[src/rtl/serial_word_receiver.sv]
// Serial-to-parallel receiver for the load/shift serial link: assembles WIDTH-bit LSB-first words.
// Optional even-parity check on the end-of-frame slot is enabled by defining SERIAL_RX_PARITY_EN.
module serial_word_receiver #(
  parameter int WIDTH = 4,
  parameter int CW    = $clog2(WIDTH + 1)
) (
  input  logic             clk,
  input  logic             reset,
  input  logic             rx_en,
  input  logic             rx_in,
  input  logic             data_ack,
  output logic [WIDTH-1:0] data_out,
  output logic             data_valid,
  output logic [CW-1:0]    counter,
  output logic             busy,
  output logic             overrun,
  output logic             abort_err,
  output logic             parity_err
);

  typedef enum logic [1:0] {IDLE, SHIFT, COMPLETE} state_t;

  state_t           state, next_state;
  logic [WIDTH-1:0] shreg, shreg_next;
  logic [CW-1:0]    counter_next;
  logic             deliver, drop, abort_now;

  // Handshake: a word is offered while data_valid=1; it is consumed on an edge where data_ack=1.
  always_ff @(posedge clk or posedge reset) begin
    if (reset) state <= IDLE;
    else       state <= next_state;
  end

  always_comb begin
    next_state   = state;
    shreg_next   = shreg;
    counter_next = counter;
    deliver      = 1'b0;
    drop         = 1'b0;
    abort_now    = 1'b0;
    case (state)
      IDLE: begin
        if (rx_en) begin
          shreg_next    = '0;
          shreg_next[0] = rx_in;
          counter_next  = CW'(1);
          next_state    = SHIFT;
        end else begin
          counter_next = '0;
        end
      end
      SHIFT: begin
        if (rx_en) begin
          for (int i = 0; i < WIDTH; i++) begin
            if (counter == CW'(i)) shreg_next[i] = rx_in;
          end
          counter_next = counter + 1'b1;
          if (counter == CW'(WIDTH - 1)) next_state = COMPLETE;
        end else begin
          // Link dropped before the word was complete: discard it.
          abort_now    = 1'b1;
          shreg_next   = '0;
          counter_next = '0;
          next_state   = IDLE;
        end
      end
      COMPLETE: begin
        if (!data_valid || data_ack) deliver = 1'b1;
        else                         drop    = 1'b1;
        counter_next = '0;
        next_state   = rx_en ? SHIFT : IDLE;
      end
      default: begin
        counter_next = '0;
        next_state   = IDLE;
      end
    endcase
  end

  always_ff @(posedge clk or posedge reset) begin
    if (reset) begin
      shreg      <= '0;
      counter    <= '0;
      busy       <= 1'b0;
      data_out   <= '0;
      data_valid <= 1'b0;
      overrun    <= 1'b0;
      abort_err  <= 1'b0;
    end else begin
      shreg   <= shreg_next;
      counter <= counter_next;
      busy    <= (next_state != IDLE);
      if (deliver) begin
        data_out   <= shreg;
        data_valid <= 1'b1;
      end else if (data_ack && data_valid) begin
        data_valid <= 1'b0;
      end
      if (drop)      overrun   <= 1'b1;
      if (abort_now) abort_err <= 1'b1;
    end
  end

`ifdef SERIAL_RX_PARITY_EN
  logic parity_q;

  // rx_in in the COMPLETE slot is the even-parity bit; the flag travels with the delivered word.
  always_ff @(posedge clk or posedge reset) begin
    if (reset)                        parity_q <= 1'b0;
    else if (deliver)                 parity_q <= ((^shreg) != rx_in);
    else if (data_ack && data_valid)  parity_q <= 1'b0;
  end

  assign parity_err = parity_q;
`else
  assign parity_err = 1'b0;
`endif

endmodule

[config.mk]
export PLATFORM = sky130hd
export DESIGN_NAME = serial_word_receiver
export DESIGN_NICKNAME = d
export VERILOG_FILES = /design/src/rtl/serial_word_receiver.sv
export SDC_FILE = /design/constraint.sdc
export NUM_CORES = 1
export LEC_CHECK = 0
export BUFFER_PORTS_ARGS = -buffer_cell sky130_fd_sc_hd__buf_2
export CORE_MARGIN = 1.5
export CORE_UTILIZATION = 31
export CTS_CLUSTER_SIZE = 30
export DETAILED_ROUTE_END_ITERATION = 6
export PLACE_DENSITY = 0.52
export SLEW_MARGIN = 20
export SYNTH_ARGS = -nofsm -noshare
export SYNTH_HDL_FRONTEND = slang
export SYNTH_SLANG_ARGS = --single-unit
[constraint.sdc]
create_clock -name clk -period 1.4 [get_ports clk]
set_input_delay 0.28 -clock clk [delete_from_list [all_inputs] [get_ports clk]]
set_output_delay 0.28 -clock clk [all_outputs]
set_load 0.01 [all_outputs]
Word-level counts from Yosys, hierarchy flattened
Cells that the tools add are included.
{"block": "word_totals", "regBits": 17, "inputBits": 5, "out_inout_bits": 12, "wordCells": 57}
{"block": "op_classes", "n_addsub": 1, "eq_ne": 10, "mux": 23, "reduce_logical": 12}
{"operator": "$mux 1", "count": 14}
{"operator": "$ne 3x3->1 const B", "count": 4}
{"operator": "$reduce_and 3->1", "count": 4}
{"operator": "$mux 4", "count": 2}
{"operator": "$pmux 4 s2", "count": 1}
{"operator": "$eq 3x2->1 const B", "count": 2}
{"operator": "$mux 2", "count": 3}
{"operator": "$pmux 2 s3", "count": 1}
{"operator": "$pmux 3 s2", "count": 1}
{"operator": "$reduce_bool 2->1", "count": 3}
{"operator": "$add 3x1->3 const B", "count": 1}
{"operator": "$eq 3x1->1 const B", "count": 1}
{"operator": "$logic_not 3->1", "count": 1}
{"operator": "$mux 3", "count": 1}
{"operator": "$eq 2x1->1 const B", "count": 1}
{"operator": "$eq 2x2->1 const B", "count": 1}
{"operator": "$logic_not 2->1", "count": 1}
{"operator": "$ne 2x2->1 const B", "count": 1}
{"operator": "$logic_and 1x1->1", "count": 1}
{"operator": "$logic_not 1->1", "count": 1}
{"operator": "$logic_or 1x1->1", "count": 1}

Depth between registers and ports, before layout
Gate-level depths: netlist of run 1.
{"block": "depth", "ltp_word": 5, "depth_mapped": 5, "ltp_nobuf": 5}

Least setup slack after synthesis of run 1
Ideal clock, no wire load.
{"block": "synth_timing", "path_kind": "register to register", "from": "register data_valid", "to": "register data_out[0]", "setup_ns": 0.125, "arrival_ns": 1.048, "required_ns": 1.275, "path_slack_ns": 0.227, "stages_incl_launch_ff": 4, "n_path_buf": 0, "synth_period_minus_slack_ns": 1.173, "path_cell_list": "dfrtp_1 > and2b_4 > nor2_4 > mux2_4"}
{"block": "synth_between", "elab_chain_cells": 4}
{"item": "start, declared", "line_no": "13", "rtl": "output logic data_valid,"}
{"item": "start signal, assigned", "line_no": "86", "rtl": "data_valid <= 1'b0;"}
{"item": "start signal, assigned", "line_no": "95", "rtl": "data_valid <= 1'b1;"}
{"item": "start signal, assigned", "line_no": "97", "rtl": "data_valid <= 1'b0;"}
{"item": "$logic_not 1->1", "line_no": "68", "rtl": "if (!data_valid || data_ack) deliver = 1'b1;"}
{"item": "$logic_or 1x1->1", "line_no": "68"}
{"item": "$mux 1", "line_no": "68"}
{"item": "$mux 1", "line_no": "41", "rtl": "case (state)"}
{"item": "end signal, assigned", "line_no": "94", "rtl": "data_out <= shreg;"}
{"item": "end, declared", "line_no": "12", "rtl": "output logic [WIDTH-1:0] data_out,"}
Every way passes these cells.
A chain may end at the register's enable or synchronous reset.

Worst setup path after layout of run 1
{"block": "layout_timing", "from": "register counter[0]", "to": "register shreg[2]"}
{"block": "layout_between", "elab_chain_cells": 3}
{"item": "start, declared", "line_no": "14", "rtl": "output logic [CW-1:0] counter,"}
{"item": "start signal, assigned", "line_no": "91", "rtl": "counter <= counter_next;"}
{"item": "$eq 3x2->1", "line_no": "55", "rtl": "if (counter == CW'(i)) shreg_next[i] = rx_in;"}
{"item": "$ne 3x3->1 (no source line)"}
{"item": "$reduce_and 3->1 (no source line)"}
{"item": "end signal, assigned", "line_no": "90", "rtl": "shreg <= shreg_next;"}
{"item": "end, declared", "line_no": "24", "rtl": "logic [WIDTH-1:0] shreg, shreg_next;"}
Every way passes these cells.

==> run metrics, run 1 <==
outcome finished clean; Placer Congestion 0.641; final hold slack 0.233 ns; CP max stage delay 0.45 ns; Max FO, Critical Path 5; Routed WL 1.43 mm; Main synth FF type dfrtp_1; Die H 54.8 um; Final Setup Violations 0; Worst Path Class, Setup flop to flop; vias in the first global route 567; total power draw about 0.9 mW; Final Max Slew Viols 0; placed insts 115; core region area 2500 sq um; number of port buffers 15; GR Overflow Total 0; CP endpoint kind flop; die area 3000 sq um; initial antenna violation count 0; crit path time final 1.23 ns; pwr dens 903 nW/um^2; synth warn 0; Clock Latency Late Sink 0.29 ns; unrepaired setup endpoints after global routing no; initial core utilization 0.332; standby leakage power 0.514 nW; crit path cell chain inv_1, ha_1, nor2b_1, mux2i_1, o21ai_1; worst min path class primary input to flop; P&R area growth vs syn 18.5%; clock skew 0.00813 ns; layout cells sized above 1 0.356; Final Core Density 0.394; Synth top area share 0.512; Synth area leaders dfrtp_1 51%, ha_1 7.5%, mux2_4 7.2%, mux2i_1 4.8%, inv_1 3.2%; crit path DAT 1.42 ns; fillers between 200 and 300; synth cell count leaders 17 x dfrtp_1, 7 x inv_1, 5 x ha_1; DR iter-0 viols 5; mean post-synth cell area 12.0 sq um; Detailed Routing Iterations Pass 1 4; DRC 0; Synth Instances 69; CP Launch Type flop; final net count between 100 and 150; Sequential cell area 425 sq um; net count after synthesis 79; wire length per cell 11.9 um; Fmax achieved 812 MHz; register area share after synthesis 0.512; Max Cap Viol 0; Final Hold Viols 0; CTS Buf Count 3; slowest CP cell dfrtp_1; CTS Sinks 17; Clock Tree Buf Depth 2; Peak VDD IR 0.000711 V; post-CTS sizing 0; via/cell ratio roughly 4.6; CTS tree yes; area occupied by multi-input gates approximately 360 sq um; # diodes 0; largest net degree at the start of global routing 18; FF+latch count, synth 17; Clock transition at path regs 0.10 ns; Final Non-Filler Cells 120; io pins 17; Yosys cell types 28; count leader, synth dfrtp_1; Setup Total Neg Slack 0 ns; final cycle utilization of the critical path 0.880; first-pass GRT wire length around 2.5 mm; ANT nets after route 0; post-DP HPWL 1.10 mm; Synth Cell Area 831 sq um; DIE WIDTH 54.8 um; area leader, netlist dfrtp_1; via count 547; Total GRT Usage 0.119; Critical Path RT between 1.5 and 2 ns; H-tree depth 1; number of synthesized flops with an enable pin 0; FFs w/ async S/R, synth 1.00; FP Rows 18; Root Buffer clkbuf_4
[routing by layer]
metal | track usage | routed length [um] | vias up | share of wire
li1 | - | - | 267 | -
met1 | 0.140 | 702 | 263 | 0.49
met2 | 0.194 | 631 | 15 | 0.44
met3 | 0.0492 | 87 | 2 | 0.061
met4 | 0.0375 | 11 | 0 | 0.0077
met5 | 0 | 0 | - | 0
[registers in the layout, summed over array words and instances, names as in the netlist]
name	flops
data_valid	1
busy	1
overrun	1
abort_err	1
shreg	4
state	2
counter	3
data_out	4
[path summary, 6_finish.rpt]
path	endpoint	slack (ns)	from	cells past startpoint
min in group asynchronous	data_valid$_DFFE_PP0P_	0.52	reset	4
min reg2reg	abort_err$_DFFE_PP0P_	0.47	abort_err$_DFFE_PP0P_	2
max	shreg[2]$_DFFE_PP0P_	0.17	counter[0]$_DFF_PP0_	5
max reg2reg	shreg[2]$_DFFE_PP0P_	0.17	counter[0]$_DFF_PP0_	5
max in group asynchronous	counter[1]$_DFF_PP0_	0.68	reset	4
min	abort_err$_DFFE_PP0P_	0.23	rx_en	2
[stage by stage]
step	setup WS, ns	cell area (sq um)
3_3_place_gp	0.192	947
4_1_cts	0.159	985
2_1_floorplan	0.227	831
3_5_place_dp	0.163	947
5_1_grt	0.0473	985
6_report	0.168	985
[kinds of logic after synthesis]
| family | count (synthesis) | synth area share |
|---|---|---|
| multiplexers | 8 | 0.120 |
| other | 1 | 0.00451 |
| AO/OA/AOI/OAI | 10 | 0.0783 |
| AND/OR/NAND/NOR | 19 | 0.155 |
| adder cells (fa/ha/maj) | 5 | 0.0753 |
| flip-flops | 17 | 0.512 |
| buffers and inverters | 9 | 0.0542 |
[repair_timing]
action                                 CTS  global route
endpoints found under the hold margin   17             0
hold buffers                             1             0
buffers inserted                         0             0
[cell usage in the layout (no fill, tap or decap), types with 3 or more instances in the layout]
master and instances:
dfrtp_1 17, buf_2 15, inv_1 7, ha_1 5
mux2_4 4, nand2_1 4, mux2i_1 4, nor2_1 3
o21ai_1 3, clkbuf_4 3, buf_4 3
[final cells by class]
cell class | instances | share of cell area
Timing Repair Buffer | 19 | 0.109
Clock inverter | 1 | 0.00508
Multi-Input combinational cell | 43 | 0.366
Clock buffer | 3 | 0.0229
Sequential cell | 17 | 0.432
Inverter | 7 | 0.0267
Tap cell | 30 | 0.0381
[power breakdown]
group          total [mW]  switching, mW  leakage, nW  internal [mW]
logic               0.103         0.0537        0.273         0.0492
clock network       0.262          0.156       0.0177          0.106
registers           0.524         0.0150        0.223          0.509
total               0.889          0.225        0.514          0.664
[critical path: cells and delay by family (launching register included)]
family          cells  cell delay [ns]
mux                 1             0.20
simple gates        1             0.17
flops               1             0.45
buf+inv             1             0.11
compound gates      1             0.07
fa+ha+maj           1             0.14
(Power assumes the default switching activity.)
==> run 2: changes to the inputs <==
--- a/config.mk
+++ b/config.mk
@@ -11,6 +11,7 @@
 export CTS_CLUSTER_SIZE = 30
 export DETAILED_ROUTE_END_ITERATION = 6
 export PLACE_DENSITY = 0.52
+export REMOVE_ABC_BUFFERS = 1
 export SLEW_MARGIN = 20
 export SYNTH_ARGS = -nofsm -noshare
 export SYNTH_HDL_FRONTEND = slang
==> run 2 against run 1 <==
Effect of this change: via count decreased by 1.1%; worst setup slack improved by 0.0086 ns; non-clock buffer count decreased by 1; sequential power about the same.
==> run metrics, run 2 (synthesis gave the netlist of run 1 again) <==
outcome finished clean; Root Buffer clkbuf_4; final cycle utilization of the critical path 0.874 (-0.00613); Final Non-Filler Cells 119 (-0.83%); slowest CP cell dfrtp_1; most frequent cells in the layout 17 x dfrtp_1, 15 x buf_2, 7 x inv_1; layout cells sized above 1 0.337 (-0.0185); Pint 0.667 mW (+0.39%); Routed WL 1.48 mm (+3.2%); via count 541 (-1.1%); most common cell after layout, fill and taps aside dfrtp_1; DIE WIDTH 54.8 um (unchanged); pwr dens 905 nW/um^2 (+0.22%); H-tree depth 1 (unchanged); Max Cap Viol 0 (unchanged); DRC 0 (unchanged); Combinational Power Share 0.112 (-0.004); total power draw 0.883 mW (-0.67%); Final Max Slew Viols 0 (unchanged); Worst Path Class, Setup flop to flop; final net count 100 (-0.99%); Reg power frac 0.594 (+0.005); Peak VDD IR 0.000460 V (-35%); DP Area 940 sq um (-0.79%); placed insts 114 (-0.87%); worst min path class primary input to flop; final hold slack 0.230 ns (-0.00208 ns); Post-CTS Setup Bufs 0 (unchanged); Critical Path RT 1.58 ns (about the same); die area 3000 sq um (unchanged); crit path time final 1.22 ns (-0.00858 ns); DR iter-0 viols 5 (unchanged); P&R area growth vs syn 17.5%; CTS Sinks 17 (unchanged); GR Overflow Total 0 (unchanged); CP Launch Type flop; core region area 2500 sq um (unchanged); fillers 239 (-5.9%); Detailed Routing Iterations Pass 1 4 (unchanged); CP top delay family flip-flops; switching power 0.216 mW (-3.8%); CP endpoint kind flop; standby leakage power 0.507 nW (-1.5%); CTS tree yes; Setup Total Neg Slack 0 ns (unchanged); Design Area, Final 976 sq um (-0.89%); number of port buffers 15 (unchanged); Clock Tree Buf Depth 2 (unchanged); via/cell ratio 4.55 (-0.27%); Total GRT Usage 0.117 (-0.00165); Die H 54.8 um (unchanged); Clock Latency Late Sink 0.29 ns (about the same); first-pass GRT wire length 2.32 mm (-6.7%); Placer Congestion 0.690 (+7.5%); clock skew 0.00307 ns (-0.00506 ns); unrepaired setup endpoints after global routing no; CTS Buf Count 3 (unchanged); Clock transition at path regs 0.10 ns (about the same); Max FO, Critical Path 7 (+2); ANT nets after route 0 (unchanged); vias in the first global route 519 (-8.5%); Final Setup Violations 0 (unchanged); Clk network pwr share 0.294 (about the same); crit path cell chain nand2b_4, nor2_4, mux2_4; # diodes 0 (unchanged); initial antenna violation count 0 (unchanged); initial core utilization 0.332 (unchanged); post-DP HPWL 1.12 mm (+1.8%); Net Sw Frac 0.245 (-0.00797); FP Rows 18 (unchanged); crit path DAT 1.40 ns (-0.02 ns); Final Hold Viols 0 (unchanged); top flop regs data_out x4, shreg x4, counter x3; Crit path buffers/inverters 0 (-1); io pins 17 (unchanged); post-CTS sizing 0 (unchanged); largest net degree at the start of global routing 18 (unchanged); Fmax achieved 818 MHz (+0.70%); CP max stage delay 0.45 ns (about the same); wire length per cell 12.4 um (+4.1%)
run 2: cell types whose count changed in the layout (fill, tap and decap cells not counted), sizes merged:
cell,delta
buf,-1
clkinv,-1
clkbuf,+1
run 2: cell type report:
| type | instances | area (sq um) | area share |
|---|---|---|---|
| Clock buffer | 4 | 26.3 | 0.0269 |
| Inverter | 7 | 26.3 | 0.0269 |
| Multi-Input combinational cell | 43 | 360 | 0.369 |
| Sequential cell | 17 | 425 | 0.436 |
| Tap cell | 30 | 37.5 | 0.0385 |
| Timing Repair Buffer | 18 | 100 | 0.103 |
run 2: power by group through the flow:
stage,Combinational (mW),Sequential [mW],Clock (mW)
floorplan,0.0605,0.537,0
global placement,0.0993,0.534,0
detailed placement,0.100,0.535,0
CTS,0.102,0.525,0.285
global route,0.114,0.529,0.300
finish,0.0989,0.525,0.259
run 2: final timing paths:
path / from / end / slack [ns] / depth (start not counted)
min reg2reg: overrun$_DFFE_PP0P_ / overrun$_DFFE_PP0P_ / 0.47 / 1
min: rx_en / abort_err$_DFFE_PP0P_ / 0.23 / 2
max in group asynchronous: reset / abort_err$_DFFE_PP0P_ / 0.67 / 4
max: state[0]$_DFF_PP0_ / data_out[2]$_DFFE_PP0P_ / 0.18 / 3
min in group asynchronous: reset / data_valid$_DFFE_PP0P_ / 0.53 / 4
max reg2reg: state[0]$_DFF_PP0_ / data_out[2]$_DFFE_PP0P_ / 0.18 / 3
run 2: per-layer routing:
layer  part of all wire  vias to the layer above  wire, um  GRT usage
met1               0.48                      258       708      0.137
met5                  0                        -         0          0
met2               0.46                       14       678      0.187
li1                   -                      267         -          -
met3              0.053                        2        78     0.0574
met4             0.0088                        0        13     0.0375
run 2: metrics by stage:
step	setup slack, ns	util
after detailed placement	0.184	0.376
final	0.177	0.390
after floorplan	0.198	-
after CTS	0.167	0.390
after global placement	0.182	0.376
after global routing	0.0573	0.390
run 2: timing repair:
item | 4_1_cts | 5_1_grt
hold buffers | 1 | 0
endpoints found under the hold margin | 17 | 0
setup endpoints to repair | 0 | 0
==> run 3: changes to the inputs <==
--- a/config.mk
+++ b/config.mk
@@ -6,6 +6,7 @@
 export NUM_CORES = 1
 export LEC_CHECK = 0
 export BUFFER_PORTS_ARGS = -buffer_cell sky130_fd_sc_hd__buf_2
+export CORE_ASPECT_RATIO = 0.9
 export CORE_MARGIN = 1.5
 export CORE_UTILIZATION = 31
 export CTS_CLUSTER_SIZE = 30
==> run 3 against run 2 <==
Effect of this change: critical path depth unchanged; largest cell class unchanged; final cell count shrank 0.84%; clock power barely moved.
==> run metrics, run 3 (synthesis gave the netlist of run 1 again) <==
outcome finished clean; unrepaired setup endpoints after global routing no; DR iter-0 viols 10 (+5); H-tree depth 1 (unchanged); Crit path buffers/inverters 0 (unchanged); crit path cell chain nand2b_4, nor2_4, mux2_4; Final Core Density 0.394 (+0.00378); pwr dens 904 nW/um^2 (about the same); DP Area 945 sq um (+0.53%); Setup Total Neg Slack 0 ns (unchanged); CP max stage delay 0.46 ns (about the same); die area 3000 sq um (about the same); layout cells sized above 1 0.344 (+0.00737); Final Max Slew Viols 0 (unchanged); Root Buffer clkbuf_4; most frequent cells in the layout 17 x dfrtp_1, 15 x buf_2, 7 x inv_1; Worst Path Class, Setup flop to flop; top flop regs data_out x4, shreg x4, counter x3; first-pass GRT wire length 2.39 mm (+3.0%); via/cell ratio 4.64 (+2.2%); wire length per cell 12.5 um (+0.37%); initial core utilization 0.334 (+0.00150); CTS Sinks 17 (unchanged); number of port buffers 15 (unchanged); Peak VDD IR 0.000732 V (+59%); ANT nets after route 0 (unchanged); CP endpoint kind flop; final cycle utilization of the critical path 0.884 (+0.0102); slowest CP cell dfrtp_1; Final Setup Violations 0 (unchanged); FP Rows 17 (-1); worst min path class primary input to flop; fillers 257 (+7.5%); clock skew 0.00144 ns (-0.00163 ns); Placer Congestion 0.668 (-3.1%); post-DP HPWL 1.08 mm (-3.0%); Design Area, Final 981 sq um (+0.51%); final net count 101 (+1.0%); Max FO, Critical Path 7 (unchanged); Clock Tree Buf Depth 2 (unchanged); via count 548 (+1.3%); CTS tree yes; vias in the first global route 511 (-1.5%); crit path DAT 1.42 ns (+0.02 ns); largest net degree at the start of global routing 18 (unchanged); Post-CTS Hold Buffers 1 (unchanged); initial antenna violation count 0 (unchanged); FF-to-FF setup slack 0.16 ns (about the same); P&R area growth vs syn 18.1%; GR Overflow Total 0 (unchanged); io pins 17 (unchanged); Fmax achieved 808 MHz (-1.2%); Die H 52.1 um (-4.9%); Clock Latency Late Sink 0.29 ns (about the same); Max Cap Viol 0 (unchanged); Final Hold Viols 0 (unchanged); post-CTS sizing 0 (unchanged); core region area 2490 sq um (-0.45%); area occupied by multi-input gates 360 sq um (unchanged); Total GRT Usage 0.109 (-0.00798); Detailed Routing Iterations Pass 1 4 (unchanged); CP Launch Type flop; DRC 0 (unchanged); Routed WL 1.47 mm (-0.47%); # diodes 0 (unchanged); most common cell after layout, fill and taps aside dfrtp_1; Sequential cell area 425 sq um (unchanged); crit path time final 1.24 ns (+0.0143 ns); CP top delay family flip-flops; standby leakage power 0.512 nW (+1.1%); Clock transition at path regs 0.10 ns (about the same); Post-CTS Setup Bufs 0 (unchanged); CTS Buf Count 3 (unchanged); Critical Path RT 1.58 ns (about the same); DIE WIDTH 57.6 um (+5.1%)
-- run 3: area by class of cell --
cell class	instances	share of cell area
Tap cell	28	0.0357
Clock buffer	4	0.0268
Timing Repair Buffer	19	0.110
Inverter	7	0.0268
Sequential cell	17	0.434
Multi-Input combinational cell	43	0.367
-- run 3: power breakdown --
group	switching [mW]	internal, mW	leakage [nW]
registers	0.0165	0.509	0.223
logic	0.0523	0.0477	0.274
clock network	0.151	0.111	0.0150
-- run 3: routing by layer --
metal / routed length [um] / up-vias / GRT usage
li1: - / 269 / -
met1: 762 / 261 / 0.157
met2: 606 / 18 / 0.152
met3: 102 / 0 / 0.0522
met4: 0 / 0 / 0.0116
met5: 0 / - / 0
-- run 3: path summary, 6_finish.rpt --
check                                       from                      end  cells after the start
max in group asynchronous                  reset     counter[2]$_DFF_PP0_                      4
min                                        rx_en    abort_err$_DFFE_PP0P_                      2
min reg2reg                abort_err$_DFFE_PP0P_    abort_err$_DFFE_PP0P_                      2
max reg2reg                   state[0]$_DFF_PP0_  data_out[1]$_DFFE_PP0P_                      3
min in group asynchronous                  reset  data_out[3]$_DFFE_PP0P_                      4
max                           state[0]$_DFF_PP0_  data_out[1]$_DFFE_PP0P_                      3
-- run 3: through the flow --
stage / setup WS (ns) / total power [mW] / hold slack [ns] / cells
6_report: 0.163 / 0.887 / 0.230 / 118
3_3_place_gp: 0.189 / 0.634 / 0.302 / 113
4_1_cts: 0.157 / 0.897 / 0.231 / 118
5_1_grt: 0.0985 / 0.937 / 0.227 / 118
2_1_floorplan: 0.198 / 0.598 / 0.206 / 67
3_5_place_dp: 0.181 / 0.634 / 0.308 / 113
